==> config.mk <==
export PLATFORM = sky130hd
export DESIGN_NAME = cpu_ifetch
export DESIGN_NICKNAME = d
export VERILOG_FILES = /design/src/rtl/cpu_ifetch.sv
export SDC_FILE = /design/constraint.sdc
export NUM_CORES = 1
export LEC_CHECK = 0
export ABC_CLOCK_PERIOD_IN_PS = 7000
export BUFFER_PORTS_ARGS = -buffer_cell sky130_fd_sc_hd__buf_2
export CAP_MARGIN = 20
export CORE_MARGIN = 8
export CORE_UTILIZATION = 40
export DETAILED_ROUTE_END_ITERATION = 12
export PLACE_DENSITY_LB_ADDON = 0.12
export SLEW_MARGIN = 30
export SYNTH_ARGS = -nofsm -noshare
export SYNTH_HDL_FRONTEND = slang
export SYNTH_SLANG_ARGS = --single-unit
==> constraint.sdc <==
create_clock -name clock -period 7 [get_ports clock]
set_clock_uncertainty 0.1 [all_clocks]
set_input_delay 0 -clock clock [delete_from_list [all_inputs] [get_ports clock]]
set_output_delay 0 -clock clock [all_outputs]
set_load 0.005 [all_outputs]
==> src/rtl/cpu_ifetch.sv <==
// rtl/cpu_ifetch.sv - Falcon p1 instruction fetch: PC, imem request issue, response FIFO to decode
module cpu_ifetch #(
  parameter logic [31:0] RESET_PC = 32'hFFFF0000,
  parameter int          DEPTH    = 4
) (
  input  logic        clock,
  input  logic        reset,
  input  logic        stall,
  input  logic        p2_bubble,
  input  logic        p3_jump_taken,
  input  logic [31:0] p3_jump_target,
  output logic        imem_req,
  output logic [31:0] imem_addr,
  input  logic        imem_ready,
  input  logic        imem_rvalid,
  input  logic [31:0] imem_rdata,
  output logic [31:0] p2_instr,
  output logic [31:0] p2_pc,
  output logic        p2_instr_valid
);

  // Pointer width indexes DEPTH entries; counters need one more bit to hold DEPTH itself.
  localparam int PW = (DEPTH > 1) ? $clog2(DEPTH) : 1;
  localparam int CW = PW + 1;
  localparam logic [CW:0] DEPTH_W = (CW + 1)'(DEPTH);

  logic [31:0]   fetch_pc;
  logic [31:0]   resp_pc;
  logic [31:0]   fifo_instr [DEPTH];
  logic [31:0]   fifo_pc    [DEPTH];
  logic [PW-1:0] rd_ptr;
  logic [PW-1:0] wr_ptr;
  logic [CW-1:0] count;
  logic [CW-1:0] outstanding;
  logic [CW-1:0] discard;

  logic          jump;
  logic          pop;
  logic          push;
  logic          drop;
  logic          accept;
  logic [CW:0]   occupancy;
  logic [31:0]   jump_pc;

  // The two low target bits are forced to zero for word alignment.
  logic          unused_target_bits;
  assign unused_target_bits = ^p3_jump_target[1:0];

  // Control decode: jump qualification, pop, issue throttle and response routing.
  always_comb begin
    jump      = p3_jump_taken && !stall;
    jump_pc   = {p3_jump_target[31:2], 2'b00};
    pop       = (count != '0) && !stall && !p2_bubble && !jump;
    // Every accepted request must be guaranteed a FIFO slot when it returns,
    // so buffered plus in-flight words (after this cycle's pop) stay below DEPTH.
    occupancy = {1'b0, outstanding} + {1'b0, count} - {{CW{1'b0}}, pop};
    imem_req  = !reset && !jump && (occupancy < DEPTH_W);
    imem_addr = fetch_pc;
    accept    = imem_req && imem_ready;
    // Words still owed from before a redirect are thrown away; during the jump
    // cycle itself the FIFO is flushed, so a returning word is not captured.
    drop      = imem_rvalid && (discard != '0);
    push      = imem_rvalid && (discard == '0) && !jump;
  end

  // Decode-facing outputs come straight from the registered FIFO head.
  always_comb begin
    p2_instr_valid = (count != '0);
    p2_instr       = '0;
    p2_pc          = '0;
    if (count != '0) begin
      p2_instr = fifo_instr[rd_ptr];
      p2_pc    = fifo_pc[rd_ptr];
    end
  end

  // FIFO storage: written on capture, contents qualified by count so no reset needed.
  always_ff @(posedge clock) begin
    if (!reset && push) begin
      fifo_instr[wr_ptr] <= imem_rdata;
      fifo_pc[wr_ptr]    <= resp_pc;
    end
  end

  // Fetch PC: advances on each accepted request, reloads on a redirect.
  always_ff @(posedge clock) begin
    if (reset) begin
      fetch_pc <= RESET_PC;
    end else if (jump) begin
      fetch_pc <= jump_pc;
    end else if (accept) begin
      fetch_pc <= fetch_pc + 32'd4;
    end
  end

  // Response PC: tags each captured word, restarting at the redirect target.
  always_ff @(posedge clock) begin
    if (reset) begin
      resp_pc <= RESET_PC;
    end else if (jump) begin
      resp_pc <= jump_pc;
    end else if (push) begin
      resp_pc <= resp_pc + 32'd4;
    end
  end

  // In-flight request count: +1 on accept, -1 on each returned word.
  always_ff @(posedge clock) begin
    if (reset) begin
      outstanding <= '0;
    end else begin
      outstanding <= outstanding + CW'(accept) - CW'(imem_rvalid);
    end
  end

  // Discard count: on a redirect every request still owed after this cycle is stale.
  always_ff @(posedge clock) begin
    if (reset) begin
      discard <= '0;
    end else if (jump) begin
      discard <= outstanding + CW'(accept) - CW'(imem_rvalid);
    end else if (drop) begin
      discard <= discard - CW'(1);
    end
  end

  // FIFO pointers and occupancy, flushed wholesale on a redirect.
  always_ff @(posedge clock) begin
    if (reset) begin
      rd_ptr <= '0;
      wr_ptr <= '0;
      count  <= '0;
    end else if (jump) begin
      rd_ptr <= '0;
      wr_ptr <= '0;
      count  <= '0;
    end else begin
      if (push) begin
        wr_ptr <= wr_ptr + PW'(1);
      end
      if (pop) begin
        rd_ptr <= rd_ptr + PW'(1);
      end
      count <= count + CW'(push) - CW'(pop);
    end
  end

endmodule

Word level (Yosys, flattened, before mapping)
Memories as Yosys holds them, arrays and structs flattened. A register that Yosys moved wholly into a read port is not among the register bits.
Index checks and enable logic that the tools add are counted.
Widths: inputs -> output; s select.
{"block": "word_totals", "register_bits": 77, "output_inout_bits": 98, "latch_bits": 0, "rom_bits": 0, "word_cells": 59, "ramBits": 256, "n_memories": 2}
{"memory": "fifo_instr", "words": 4, "width": 32, "read_ports": 1, "rd_ports_with_merged_regs": 1, "wr": 1, "line": "29", "text": "logic [31:0] fifo_instr [DEPTH];"}
{"memory": "fifo_pc", "words": 4, "width": 32, "read_ports": 1, "rd_ports_with_merged_regs": 1, "wr": 1, "line": "30", "text": "logic [31:0] fifo_pc [DEPTH];"}
{"block": "op_classes", "n_shift": 0, "mux": 14, "multipliers": 0, "reduce_logical": 22, "magnitude_cmp": 1, "n_eq_ne": 0, "bitwise": 0, "n_div": 0, "addsub": 11}
{"op": "$mux 32", "n": 6}
{"op": "$add 32x3->32 const B", "n": 2}
{"op": "$logic_and 1x1->1", "n": 11}
{"op": "$mux 2", "n": 4}
{"op": "$add 3x1->3", "n": 2}
{"op": "$mux 3", "n": 2}
{"op": "$reduce_bool 2->1", "n": 3}
{"op": "$reduce_bool 3->1", "n": 2}
{"op": "$sub 3x1->3", "n": 2}
{"op": "$add 2x1->2 const B", "n": 2}
{"op": "$add 3x3->4", "n": 1}
{"op": "$logic_not 1->1", "n": 4}
{"op": "$lt 4x3->1 const B", "n": 1}
{"op": "$sub 4x1->4", "n": 1}
{"op": "$logic_not 3->1", "n": 1}
{"op": "$sub 3x1->3 const B", "n": 1}
{"op": "$mux 1", "n": 2}
{"op": "$reduce_or 2->1", "n": 1}

Depth between registers and ports, before layout
{"block": "depth", "depth_word": 11, "depth_mapped": 19, "ltp_nobuf": 17}

Worst setup path before layout
OpenSTA, ideal clock, no wires.
{"block": "synth_path", "path_kind": "reg2reg", "start": "register count[1]", "end": "register discard[2]", "arrival_ps": 3626, "stages_incl_launch_ff": 19, "period_less_slack_ps": 3843, "required_time_ps": 6784, "setup_slack_ps": 3157, "cell_sequence": "dfxtp_1 -> or3_1 -> clkbuf_1 -> nand2_1 -> or2_2 -> ha_1 -> or3_1 -> a32o_1 -> buf_2 -> nand2_1 -> ha_1 -> inv_1 -> ha_1 -> inv_1 -> fa_1 -> xnor2_1 -> xnor2_1 -> nand2_1 -> o211a_1"}
{"block": "synth_between", "elab_chain_len": 11, "elab_cells_between_ends": 12, "classes_between": "4 x add/sub; 1 x order compare; 1 x mux; 6 x reduce/logical"}
{"item": "from (decl)", "line": "33", "text": "logic [CW-1:0] count;"}
{"item": "from (signal assigned)", "line": "144", "text": "count <= count + CW'(push) - CW'(pop);"}
{"item": "branches (longest 4 deep; another with $add 3x3->4)"}
{"item": "$sub 4x1->4 *", "line": "56", "text": "occupancy = {1'b0, outstanding} + {1'b0, count} - {{CW{1'b0}}, pop};"}
{"item": "$lt 4x3->1 *", "line": "57", "text": "imem_req = !reset && !jump && (occupancy < DEPTH_W);"}
{"item": "$logic_and 1x1->1 *", "line": "57"}
{"item": "$logic_and 1x1->1 *", "line": "59", "text": "accept = imem_req && imem_ready;"}
{"item": "$add 3x1->3 *", "line": "121", "text": "discard <= outstanding + CW'(accept) - CW'(imem_rvalid);"}
{"item": "$sub 3x1->3 *", "line": "121"}
{"item": "$mux 3 *", "line": "120", "text": "end else if (jump) begin"}
{"item": "to (signal assigned)", "line": "121"}
{"item": "to (signal assigned)", "line": "123", "text": "discard <= discard - CW'(1);"}
{"item": "to (decl)", "line": "35", "text": "logic [CW-1:0] discard;"}
Mark *: on every way between the ends.
A chain may end at the register's enable or synchronous reset.

Worst setup path after layout
{"block": "layout_path", "start": "input p3_jump_taken", "end": "register discard[2]"}
{"block": "layout_between", "elab_chain_len": 10, "elab_cells_between_ends": 12, "classes_between": "3 x add/sub; 1 x order compare; 1 x mux; 7 x reduce/logical"}
{"item": "from (decl)", "line": "10", "text": "input logic p3_jump_taken,"}
{"item": "$logic_and 1x1->1 *", "line": "51", "text": "jump = p3_jump_taken && !stall;"}
{"item": "$logic_not 1->1", "line": "53, 57"}
{"item": "$logic_and 1x1->1", "line": "53", "text": "pop = (count != '0) && !stall && !p2_bubble && !jump;"}
{"item": "$sub 4x1->4", "line": "56"}
{"item": "$lt 4x3->1", "line": "57"}
{"item": "$logic_and 1x1->1", "line": "57"}
{"item": "$logic_and 1x1->1", "line": "59"}
{"item": "$add 3x1->3", "line": "121"}
{"item": "$sub 3x1->3", "line": "121"}
{"item": "$mux 3", "line": "120"}
Mark *: on every way between the ends. The rest lies on a longest branch, timed or not.

==> results by group <==
GRT
  – Largest net degree at the start of global routing: 65
  – GR Layer Usage met3: 3.36%
  – Grt ovf: 0
  – First-pass GRT wire length: 54800 µm
  – Initial antenna violation count: 0
  – Global Route Usage Sum: 16.7%
  – GRT met2 Usage: 27.0%
  – Busiest grt layer: met2
  – Vias in the first global route: 9357
  – Grt met1 use: 23.1%

Detailed routing
  – Via count: 8943
  – First-pass DRT Iterations: 6
  – Post-route ant nets: 0
  – Initial DRC Count: 473
  – WL final: 34200 µm
  – DR vias/cell: 5.36
  – Drt drc: 0
  – DR WL/cell: 20.5 µm

Min path
  – Worst Hold Class: input port to flip-flop

Yosys
  – Simple-Gate Fraction of Synth Area: 14.0%
  – Synth Area in XOR/XNOR: 1.71%
  – Post-synth design cell area: 13800 µm²
  – Synth Register Bits: 323
  – Mean Syn Cell Area: 14.4 µm²
  – Part of the Yosys area used for sequential elements: 64.8%
  – Post-synthesis cell count: 960
  – Adder-cell share of the synthesized area: 1.65%
  – Number of flops mapped to enable cells by yosys: 248
  – Post-synth top flop: edfxtp_1
  – Largest family of logic cells by synthesized area: simple AND/OR/NAND/NOR gates
  – YS warnings: 0
  – Compound-Gate Fraction of Synth Area: 4.77%
  – Async SR Flop Fraction: 0%
  – Distinct cell type count after synthesis: 59
  – Post-synthesis mux area share: 10.3%

Cells and area
  – Most frequent cells in the layout: 248 x edfxtp_1, 162 x buf_2, 73 x dfxtp_1, 73 x dlygate4sd3_1, 64 x and2_1
  – Most common cell after layout, fill and taps aside: edfxtp_1
  – Layout fillers: 3020
  – N_diodes: 0
  – Share of layout cells above drive strength 1: 25.2%
  – Area Overhead vs Synth: 22.4%
  – Final #Nets: 1276
  – Multi-input logic area: 4510 µm²
  – FF+latch area: 8950 µm²

Clock network
  – CTS sink cnt: 323
  – Setup bufs post-CTS: 0
  – Worst-path clk slew: 0.06 ns
  – Root Driver: clkbuf_16
  – Worst-skew pair later-pin latency: 0.51 ns
  – CTS tree: done
  – Bufs on Longest Clock Path: 3
  – CTS Buf Count: 37
  – H-tree depth: 2

Power
  – Reg power frac: 46.7%
  – Pwr Density: 282 nW/µm²
  – Logic pwr share: 15.4%
  – P_int: 3.51 mW
  – Leak: 5.90 nW
  – NetSw: 1.25 mW
  – Worst VDD drop: 150 µV
  – Clk pwr share: 37.9%
  – Net switching fraction of the power: 26.3%
  – Tot Pwr: 4.76 mW

Worst setup path
  – Critical Path RT: 7.31 ns
  – Startpoint types: input port
  – Reg-to-reg slack, setup: 2.98 ns
  – WS Path Type: input port to flip-flop
  – Worst-path maximum fanout: 17
  – Data arrival time of the worst path: 4.40 ns
  – Crit. End Element: flip-flop

Flow run
  – Max_cap viols: 0

Timing
  – Final-report hold violation count: 0
  – RSZ-0062 raised after global routing: no
  – Tcrit/Tclk final: 58.4%
  – Slew headroom: 35.0%
  – Total Neg Setup Slack: 0 ns
  – Max Slew Vio Count: 0
  – Fmax achieved: 0.244 GHz
  – Setup WS post-layout: 2.91 ns
  – Minimum clock period: 4.09 ns
  – Worst-Margin Slew: 0.975 ns
  – Final setup vio count: 0

Place
  – Detailed Place HPWL: 21100 µm
  – IO buf count: 162
  – Routability-driven placement congestion ratio: 0.782
  – Placement Setup Slack: 2.94 ns

Die
  – Die W: 202 µm
  – Core Box Area: 34300 µm²
  – IO Pins: 169
  – Initial Utilization: 40.3%
  – Die outline height: 202 µm
  – Row count: 68
  – Area of the die: 40700 µm²

Status
  – Status: finished clean
## final cells by class
cell class | instances | area share (%)
clock buffer | 45 | 5.71
inverter | 24 | 0.533
clock inverter | 20 | 0.992
timing repair buffer | 249 | 9.74
multi-input combinational | 553 | 26.7
tap | 455 | 3.37
sequential | 323 | 53.0
## flip-flops by register name, summed over array words and instances (netlist names), named ones only
register and count:
fifo_pc 120, rd_ptr 2, imem_addr 30, resp_pc 30, discard 3, count 3, wr_ptr 2, outstanding 3
fifo_instr 128
## per-stage QoR
| stage | hold WS (ns) | util (%) | std cells | instance area [µm²] |
|---|---|---|---|---|
| 2_1_floorplan | -0.00113 | - | 963 | 13800 |
| 3_3_place_gp | 0.119 | 43.8 | 1531 | 15000 |
| 3_5_place_dp | 0.123 | 43.9 | 1531 | 15000 |
| 4_1_cts | 0.126 | 49.3 | 1669 | 16900 |
| 5_1_grt | 0.146 | 49.3 | 1669 | 16900 |
| 6_report | 0.144 | 49.3 | 1669 | 16900 |
## timing repair
action,CTS,global route
endpoints found under the hold margin,197,0
resized for setup,0,0
hold buffers,73,0
## logic make-up after synthesis
logic type	count (synthesis)
AOI/OAI and AO/OA	93
xor gates and xnor gates	27
adders and majority gates	17
buffers and inverters	87
DFF	323
muxes	64
other	1
and+or+nand+nor	348
## Yosys cell counts (9+ instances only)
cell type,n,share of area [%]
clkbuf_1,40,1.1
and2_1,64,2.9
nand4_1,28,1.3
xnor2_1,18,1.1
mux4_2,62,10
buf_2,11,0.40
xor2_1,9,0.57
nand3_1,37,1.3
dfxtp_1,75,11
and3_1,26,1.2
nand2_1,26,0.71
o21ai_0,16,0.58
a21oi_1,19,0.69
a211oi_1,22,1.2
ha_1,15,1.4
nor3_1,59,2.1
nor2_1,48,1.3
nor4_1,21,0.95
inv_1,24,0.65
edfxtp_1,248,54
## worst max-delay path: stages
cell and delay, ns:
dlygate4sd3_1 0.55, buf_2 0.15, nor3_1 0.35, nand2_1 0.19, or2_2 0.31, ha_1 0.29
a21oi_1 0.06, nor2_1 0.16, a32o_1 0.64, nand2_1 0.20, ha_1 0.32, inv_1 0.05
ha_1 0.13, inv_1 0.05, fa_1 0.37, xnor2_1 0.17, xnor2_1 0.15, nand2_1 0.08
o211a_1 0.14
## power by group through the flow
stage	Clock, mW	Combinational (mW)	Sequential (mW)
after global placement	0	0.707	2.26
after floorplan	0	0.486	2.24
after global routing	1.93	0.821	2.24
after detailed placement	0	0.715	2.26
final	1.80	0.734	2.22
after CTS	1.85	0.749	2.22
## metal layers
metal | routed length (µm) | vias up | share of wire, %
met4 | 554 | 0 | 1.6
met5 | 0 | - | 0
li1 | - | 4200 | -
met3 | 1970 | 44 | 5.8
met2 | 16100 | 275 | 47
met1 | 15600 | 4424 | 46
## path summary, 6_finish.rpt
check / from / end / depth (start not counted)
setup / recovery: p3_jump_taken / discard[2]$_SDFFE_PP0P_ / 19
hold reg to reg: resp_pc[30]$_SDFFE_PP1P_ / fifo_pc[3][30]$_DFFE_PP_ / 0
hold / removal: imem_rdata[26] / fifo_instr[2][26]$_DFFE_PP_ / 2
setup reg to reg: count[1]$_SDFF_PP0_ / discard[2]$_SDFFE_PP0P_ / 17
(Power assumes the default switching activity.)
